[config.mk]
export PLATFORM = sky130hd
export DESIGN_NAME = sram_arbiter
export DESIGN_NICKNAME = d
export VERILOG_FILES = /design/src/rtl/sram_arbiter.sv
export SDC_FILE = /design/constraint.sdc
export NUM_CORES = 1
export LEC_CHECK = 0
export ABC_AREA = 1
export BUFFER_PORTS_ARGS = -buffer_cell sky130_fd_sc_hd__buf_2
export CAP_MARGIN = 20
export CORE_UTILIZATION = 52
export DETAILED_ROUTE_END_ITERATION = 8
export GPL_TIMING_DRIVEN = 0
export PLACE_DENSITY = 0.91
export SLEW_MARGIN = 20
export SYNTH_ARGS = -nofsm -noshare
export SYNTH_HDL_FRONTEND = slang
export SYNTH_SLANG_ARGS = --single-unit
[constraint.sdc]
create_clock -name Clk -period 2.7 [get_ports Clk]
set_input_delay 0.27 -clock Clk [delete_from_list [all_inputs] [get_ports Clk]]
set_output_delay 0.27 -clock Clk [all_outputs]
set_load 0.01 [all_outputs]
[src/rtl/sram_arbiter.sv]
// sram_arbiter: shares one async SRAM between the CPU path and the debug port.
// Macro ARB_ROUND_ROBIN_EN selects round-robin arbitration instead of fixed CPU priority.
//
// Ports:
//   Clk, Reset          clock, async active-low reset
//   cpu_* / dbg_*       req/we/addr/wdata in, rdata/ack out (ack is a 1-cycle pulse)
//   Mem_ADDR, Mem_Dout  registered SRAM address and write data
//   Mem_Dout_en         pad driver enable
//   Mem_Din             data from the SRAM pads
//   Mem_CE/UB/LB/OE/WE  active-low SRAM strobes
//   busy, grant_dbg     FSM not idle, in-flight access owned by the debug port
module sram_arbiter #(
  parameter int ADDR_W      = 20,
  parameter int DATA_W      = 16,
  parameter int WAIT_CYCLES = 2
) (
  input  logic              Clk,
  input  logic              Reset,
  input  logic              cpu_req,
  input  logic              cpu_we,
  input  logic [ADDR_W-1:0] cpu_addr,
  input  logic [DATA_W-1:0] cpu_wdata,
  output logic [DATA_W-1:0] cpu_rdata,
  output logic              cpu_ack,
  input  logic              dbg_req,
  input  logic              dbg_we,
  input  logic [ADDR_W-1:0] dbg_addr,
  input  logic [DATA_W-1:0] dbg_wdata,
  output logic [DATA_W-1:0] dbg_rdata,
  output logic              dbg_ack,
  output logic [ADDR_W-1:0] Mem_ADDR,
  output logic [DATA_W-1:0] Mem_Dout,
  output logic              Mem_Dout_en,
  input  logic [DATA_W-1:0] Mem_Din,
  output logic              Mem_CE,
  output logic              Mem_UB,
  output logic              Mem_LB,
  output logic              Mem_OE,
  output logic              Mem_WE,
  output logic              busy,
  output logic              grant_dbg
);

  typedef enum logic [1:0] {
    IDLE   = 2'd0,
    SETUP  = 2'd1,
    ACCESS = 2'd2,
    DONE   = 2'd3
  } state_t;

  localparam logic [3:0] WAIT_LAST = 4'(WAIT_CYCLES - 1);

  state_t            state_q, state_d;
  logic [3:0]        cnt_q, cnt_d;
  logic              op_we_q, op_we_d;
  logic [ADDR_W-1:0] addr_q, addr_d;
  logic [DATA_W-1:0] dout_q, dout_d;
  logic              dout_en_q, dout_en_d;
  logic              ce_q, ce_d;
  logic              oe_q, oe_d;
  logic              wen_q, wen_d;
  logic [DATA_W-1:0] cpu_rdata_q, cpu_rdata_d;
  logic [DATA_W-1:0] dbg_rdata_q, dbg_rdata_d;
  logic              cpu_ack_q, cpu_ack_d;
  logic              dbg_ack_q, dbg_ack_d;
  logic              gdbg_q, gdbg_d;
  logic              pick_dbg;
  logic              sel_we;

`ifdef ARB_ROUND_ROBIN_EN
  // last_grant_q = 1 means the debug port won last; reset that way
  // so the CPU wins the first contested arbitration.
  logic last_grant_q, last_grant_d;

  always_comb begin
    pick_dbg = dbg_req & (~cpu_req | ~last_grant_q);
  end
`else
  always_comb begin
    pick_dbg = dbg_req & ~cpu_req;
  end
`endif

  always_comb begin
    sel_we = pick_dbg ? dbg_we : cpu_we;
  end

  always_comb begin
    state_d     = state_q;
    cnt_d       = cnt_q;
    op_we_d     = op_we_q;
    addr_d      = addr_q;
    dout_d      = dout_q;
    dout_en_d   = dout_en_q;
    ce_d        = ce_q;
    oe_d        = oe_q;
    wen_d       = wen_q;
    cpu_rdata_d = cpu_rdata_q;
    dbg_rdata_d = dbg_rdata_q;
    cpu_ack_d   = 1'b0;
    dbg_ack_d   = 1'b0;
    gdbg_d      = gdbg_q;
`ifdef ARB_ROUND_ROBIN_EN
    last_grant_d = last_grant_q;
`endif
    unique case (state_q)
      IDLE: begin
        if (cpu_req | dbg_req) begin
          state_d   = SETUP;
          gdbg_d    = pick_dbg;
          op_we_d   = sel_we;
          addr_d    = pick_dbg ? dbg_addr : cpu_addr;
          dout_d    = pick_dbg ? dbg_wdata : cpu_wdata;
          ce_d      = 1'b0;
          oe_d      = 1'b1;
          wen_d     = 1'b1;
          dout_en_d = sel_we;
`ifdef ARB_ROUND_ROBIN_EN
          last_grant_d = pick_dbg;
`endif
        end
      end
      SETUP: begin
        state_d = ACCESS;
        cnt_d   = WAIT_LAST;
        if (op_we_q) begin
          wen_d     = 1'b0;
          dout_en_d = 1'b1;
        end else begin
          oe_d = 1'b0;
        end
      end
      ACCESS: begin
        if (cnt_q == 4'd0) begin
          // Last strobe cycle: sample read data and raise ack for DONE.
          state_d   = DONE;
          oe_d      = 1'b1;
          wen_d     = 1'b1;
          cpu_ack_d = ~gdbg_q;
          dbg_ack_d = gdbg_q;
          if (!op_we_q) begin
            if (gdbg_q) dbg_rdata_d = Mem_Din;
            else        cpu_rdata_d = Mem_Din;
          end
        end else begin
          cnt_d = cnt_q - 4'd1;
        end
      end
      DONE: begin
        // Write data stays driven through DONE for hold time.
        state_d   = IDLE;
        ce_d      = 1'b1;
        dout_en_d = 1'b0;
        gdbg_d    = 1'b0;
      end
      default: begin
        state_d = IDLE;
      end
    endcase
  end

  always_ff @(posedge Clk or negedge Reset) begin
    if (!Reset) begin
      state_q     <= IDLE;
      cnt_q       <= 4'd0;
      op_we_q     <= 1'b0;
      addr_q      <= '0;
      dout_q      <= '0;
      dout_en_q   <= 1'b0;
      ce_q        <= 1'b1;
      oe_q        <= 1'b1;
      wen_q       <= 1'b1;
      cpu_rdata_q <= '0;
      dbg_rdata_q <= '0;
      cpu_ack_q   <= 1'b0;
      dbg_ack_q   <= 1'b0;
      gdbg_q      <= 1'b0;
`ifdef ARB_ROUND_ROBIN_EN
      last_grant_q <= 1'b1;
`endif
    end else begin
      state_q     <= state_d;
      cnt_q       <= cnt_d;
      op_we_q     <= op_we_d;
      addr_q      <= addr_d;
      dout_q      <= dout_d;
      dout_en_q   <= dout_en_d;
      ce_q        <= ce_d;
      oe_q        <= oe_d;
      wen_q       <= wen_d;
      cpu_rdata_q <= cpu_rdata_d;
      dbg_rdata_q <= dbg_rdata_d;
      cpu_ack_q   <= cpu_ack_d;
      dbg_ack_q   <= dbg_ack_d;
      gdbg_q      <= gdbg_d;
`ifdef ARB_ROUND_ROBIN_EN
      last_grant_q <= last_grant_d;
`endif
    end
  end

  assign Mem_ADDR    = addr_q;
  assign Mem_Dout    = dout_q;
  assign Mem_Dout_en = dout_en_q;
  assign Mem_CE      = ce_q;
  assign Mem_UB      = ce_q;
  assign Mem_LB      = ce_q;
  assign Mem_OE      = oe_q;
  assign Mem_WE      = wen_q;
  assign cpu_rdata   = cpu_rdata_q;
  assign dbg_rdata   = dbg_rdata_q;
  assign cpu_ack     = cpu_ack_q;
  assign dbg_ack     = dbg_ack_q;
  assign busy        = (state_q != IDLE);
  assign grant_dbg   = gdbg_q;

endmodule
==> Word level (Yosys, flattened, before mapping) <==
Cells that the tools add are included.
{ "word_totals": {"ff_bits": 82, "in_bits": 94, "output_inout_bits": 78, "elab_cells": 69} }
{ "classes": {"n_addsub": 1, "n_eq_ne": 8, "muxes": 25, "bitwise": 5, "n_reduce_logical": 16} }
{ "ops": {"columns": ["cell", "count"], "rows": [
  ["two-way mux 20 bit", 1],
  ["two-way mux 16 bit", 1],
  ["AND reduction 4 bit", 4],
  ["two-way mux 1 bit", 13],
  ["!= test 2 bit (second input constant)", 5],
  ["case mux 1 bit (3 select lines)", 3],
  ["case mux 2 bit (4 select lines)", 1],
  ["case mux 4 bit (2 select lines)", 1],
  ["AND reduction 2 bit", 4],
  ["nonzero test 2 bit", 3],
  ["nonzero test 3 bit", 2],
  ["equality test 2 bit (second input constant)", 2],
  ["zero test 4 bit", 1],
  ["two-way mux 2 bit", 2],
  ["two-way mux 4 bit", 1],
  ["case mux 1 bit (2 select lines)", 2],
  ["subtractor 4 x 1 -> 4 bit (second input constant)", 1],
  ["NOT 1 bit", 3],
  ["AND reduction 3 bit", 1],
  ["equality test 2 x 1 -> 1 bit (second input constant)", 1],
  ["zero test 2 bit", 1],
  ["bitwise AND 1 bit", 1],
  ["bitwise OR 1 bit", 1]
]} }

==> Depth between registers and ports, before layout <==
{ "depth": {"depth_word": 5, "depth_mapped": 9, "mapped_depth_nobuf": 8} }

==> Worst setup path after synthesis <==
Ideal clock, no wire load.
{ "synth_path": {"kind": "register -> register", "startpoint": "register state_q[0]", "endpoint": "register cpu_rdata_q[0], in the netlist cpu_rdata[0]", "setup_ns": 0.118, "t_arrival_ns": 1.334, "required_ns": 2.582, "path_slack_ns": 1.248, "stages_incl_launch_ff": 10, "path_buffers": 2, "synth_period_minus_slack_ns": 1.452, "path_cell_list": "dfrtp_1 > inv_1 > ha_1 > buf_4 > inv_2 > nor2_2 > nand3_4 > buf_6 > nand2_1 > o21ai_2"} }
{ "synth_between": {"elab_chain_len": 2} }
{ "synth_rtl": {"columns": ["element", "line", "text"], "rows": [
  ["start, declared", "53", "state_t state_q, state_d;"],
  ["start signal, assigned", "182", "state_q <= state_d;"],
  ["equality test 2 bit", "106", "unique case (state_q)"],
  ["AND reduction 4 bit (no line)", null, null],
  ["end signal, assigned", "191", "cpu_rdata_q <= cpu_rdata_d;"],
  ["end, declared", "62", "logic [DATA_W-1:0] cpu_rdata_q, cpu_rdata_d;"]
]} }
No other way between the ends.
A chain may end at the register's enable or synchronous reset.

==> Worst setup path after layout <==
{ "layout_path": {"startpoint": "register state_q[0]", "endpoint": "output busy"} }
{ "layout_between": {"elab_chain_len": 1} }
{ "layout_rtl": {"columns": ["element", "line", "text"], "rows": [
  ["nonzero test 2 bit", "214", "assign busy = (state_q != IDLE);"],
  ["end, declared", "40", "output logic busy,"]
]} }
No other way between the ends.

==> qor.txt <==
Cell variety after synth: 26
core area: 7410 sq um
CP max stage cell: dfrtp_1
largest net degree at the start of global routing: 59
post-layout util: 71.8%
total power: 5980 uW
DR WL/cell: 14.3 microns
Vias per Instance: 4.94
Top Family by Delay on Critical Path: flip-flops
Site Rows: 31
Adder-Cell Fraction of Synth Area: 2.15%
hold endpoint: Mem_Dout[4]
Hold Path Class: in2reg
Hold WS: 0.175 ns
Hold Buf Count CTS: 1
min Tclk post-route: 1.66 ns
Sw Share: 40.4%
Most Frequent Cell on Critical Path: inv_1
Final Hold Fails: 0
TritonCTS clock tree: done
GR Layer Usage met1: 32.6%
Worst Setup SP: state_q[0]
setup_tns: 0 ns
Crit. End Element: output port
Logic pwr share: 47.6%
Detail Route Antenna Nets: 0
max-cap violation count: 0
Worst setup SP type: flip-flop
Slew @ Worst Pin: 0.511 ns
commonest cells after routing, fill and taps aside: buf_2 (175), nand2_1 (90), dfrtp_1 (79)
P&R area growth vs syn: 30.3%
GR Util met2: 44.9%
Tot GR Track Use: 26.0%
FF-to-FF path depth: 9
drt first pass iters: 4
Synth Area in Simple Gates: 15.3%
Seq/Total Area, Yosys: 50.4%
Reg-to-Reg Start: state_q[0]
initial DRC count: 132
clock group share of total power: 16.2%
worst hold stages: 3
buffers and inverters on the worst path: 3
Internal: 3560 uW
Final #Nets: 699
GRT Max-Usage Layer: met2
commonest non-fill, non-tap cell in the layout: buf_2
DRC: 0
clock buffer depth: 2
area of the mapped netlist: 4080 sq um
Compound-Gate Fraction of Synth Area: 23.1%
Ports: 172
full die area: 8210 sq um
final global-route overflow total: 0
Req. time, crit path: 2.43 ns
Die Wd: 90.6 microns
DR vias: 3471
pwr dens: 1120 nW/um^2
worst path cell trace: inv_1, ha_1, inv_1, buf_2
initial antenna violation count: 0
Reg-to-Reg End: cpu_rdata[10]
Crit Path Max Fanout: 5
relative slew slack: 65.5%
worst stage delay on the critical path: 0.42 ns
clk slew on worst S/H paths: 0.09 ns
largest family of logic cells by synthesized area: compound AO/OA/AOI/OAI gates
proportion of synthesized area in mux cells: 0%
Yosys reg bits: 82
dpl hpwl: 7.64 mm
Chip Height: 90.6 microns
fin cells: 702
synth warn: 0
CTS Sinks: 82
CTS Buf Count: 9
Reg2Reg Setup Slack: 1.08 ns
antenna cell count: 0
Starting Density: 55.1%
vias in the first global route: 3597
max-slew violations: 0
CP Class: reg2out
placed cell count: 685
RSZ-0062 raised after global routing: no
Clock H-tree levels: 3
Post-CTS Setup Inserts: 0
layout cells sized above 1: 52.7%
PortBufs: 171
clock skew: 0.0117 ns
CTS root buffer: clkbuf_8
# setup viols final: 0
Synth Instances: 414
achievable frequency: 0.602 GHz
hold path startpoint: dbg_wdata[4]
GP Congestion: 0.808
Avg Cell Area, Syn: 9.86 sq um
status: finished, final reports clean
net load switching power: 2420 uW
Peak VDD IR: 0.000547 V
XOR/XNOR share of the synthesized area: 0.215%
met3 Use GR: 4.88%
leakage: 0.00264 uW
fin crit share: 61.5%
# resized after CTS: 0
CP arrival: 1.39 ns
syn nets: 515
Clock Latency Late Sink: 0.34 ns
first-pass GRT wire length: 16.9 mm
Total Wirelength: 10.0 mm
Flop pwr share: 36.3%
## tightest hold or removal path: stages
cell and delay, ns:
buf_2 0.09, nand2_1 0.07, a21oi_2 0.05
## cells by family after synthesis
logic type      after synthesis
simple gates                152
compound gates              117
flops                        82
buf+inv                      55
fa+ha+maj                     7
xor+xnor                      1
## stage by stage
stage,area [sq um],worst slack [ns]
2_1_floorplan,4080,1.25
3_3_place_gp,5060,0.765
3_5_place_dp,5090,1.09
4_1_cts,5320,1.01
5_1_grt,5320,0.872
6_report,5320,1.04
## cell usage after synthesis, drive strengths merged
master / instances / area share [%]
nand2: 91 / 8.4
dfrtp: 79 / 48
a21oi: 74 / 15
nor2: 47 / 4.5
o21ai: 41 / 8.1
inv: 30 / 2.8
buf: 24 / 6.0
nand3: 12 / 2.1
ha: 7 / 2.1
dfstp: 3 / 1.9
a22o: 1 / 0.21
clkinv: 1 / 0.12
nand4: 1 / 0.15
nor3: 1 / 0.12
o21bai: 1 / 0.18
xor2: 1 / 0.21
## cell type report
type | count | area (sq um)
Fill cell | 582 | 2090
Sequential cell | 82 | 2060
Multi-Input combinational cell | 277 | 1660
Timing Repair Buffer | 173 | 896
Buffer | 24 | 246
Clock buffer | 10 | 128
Tap cell | 99 | 124
Inverter | 31 | 118
Clock inverter | 6 | 90.1
## how the worst max path moves through the flow
stage	to	slack (ns)	depth (start not counted)
floorplan	cpu_rdata[0]	1.25	9
global placement	Mem_Dout[1]	0.77	1
detailed placement	cnt_q[2]	1.09	5
CTS	busy	1.01	4
global route	cnt_q[1]	0.87	6
finish	busy	1.04	4
## power groups by stage
stage | clock network (uW) | logic [uW] | registers, uW
after global routing | 1040 | 3170 | 2250
after floorplan | 0 | 1610 | 2420
after CTS | 992 | 2880 | 2170
after global placement | 0 | 2750 | 2160
after detailed placement | 0 | 2870 | 2190
final | 968 | 2850 | 2170
## registers in the layout, indices dropped and copies added, names as in the netlist
name	cells
Mem_ADDR	20
Mem_Dout	16
cpu_rdata	16
dbg_rdata	16
cnt_q	4
state_q	2
Mem_CE	1
Mem_Dout_en	1
Mem_OE	1
Mem_WE	1
cpu_ack	1
dbg_ack	1
grant_dbg	1
op_we_q	1
## routing by layer
layer / routed length [microns] / vias to the layer above
li1: - / 1703
met3: 612 / 9
met4: 112 / 0
met2: 5160 / 135
met5: 0 / -
met1: 4150 / 1624
Note: power is estimated with default switching activity, not from simulation.
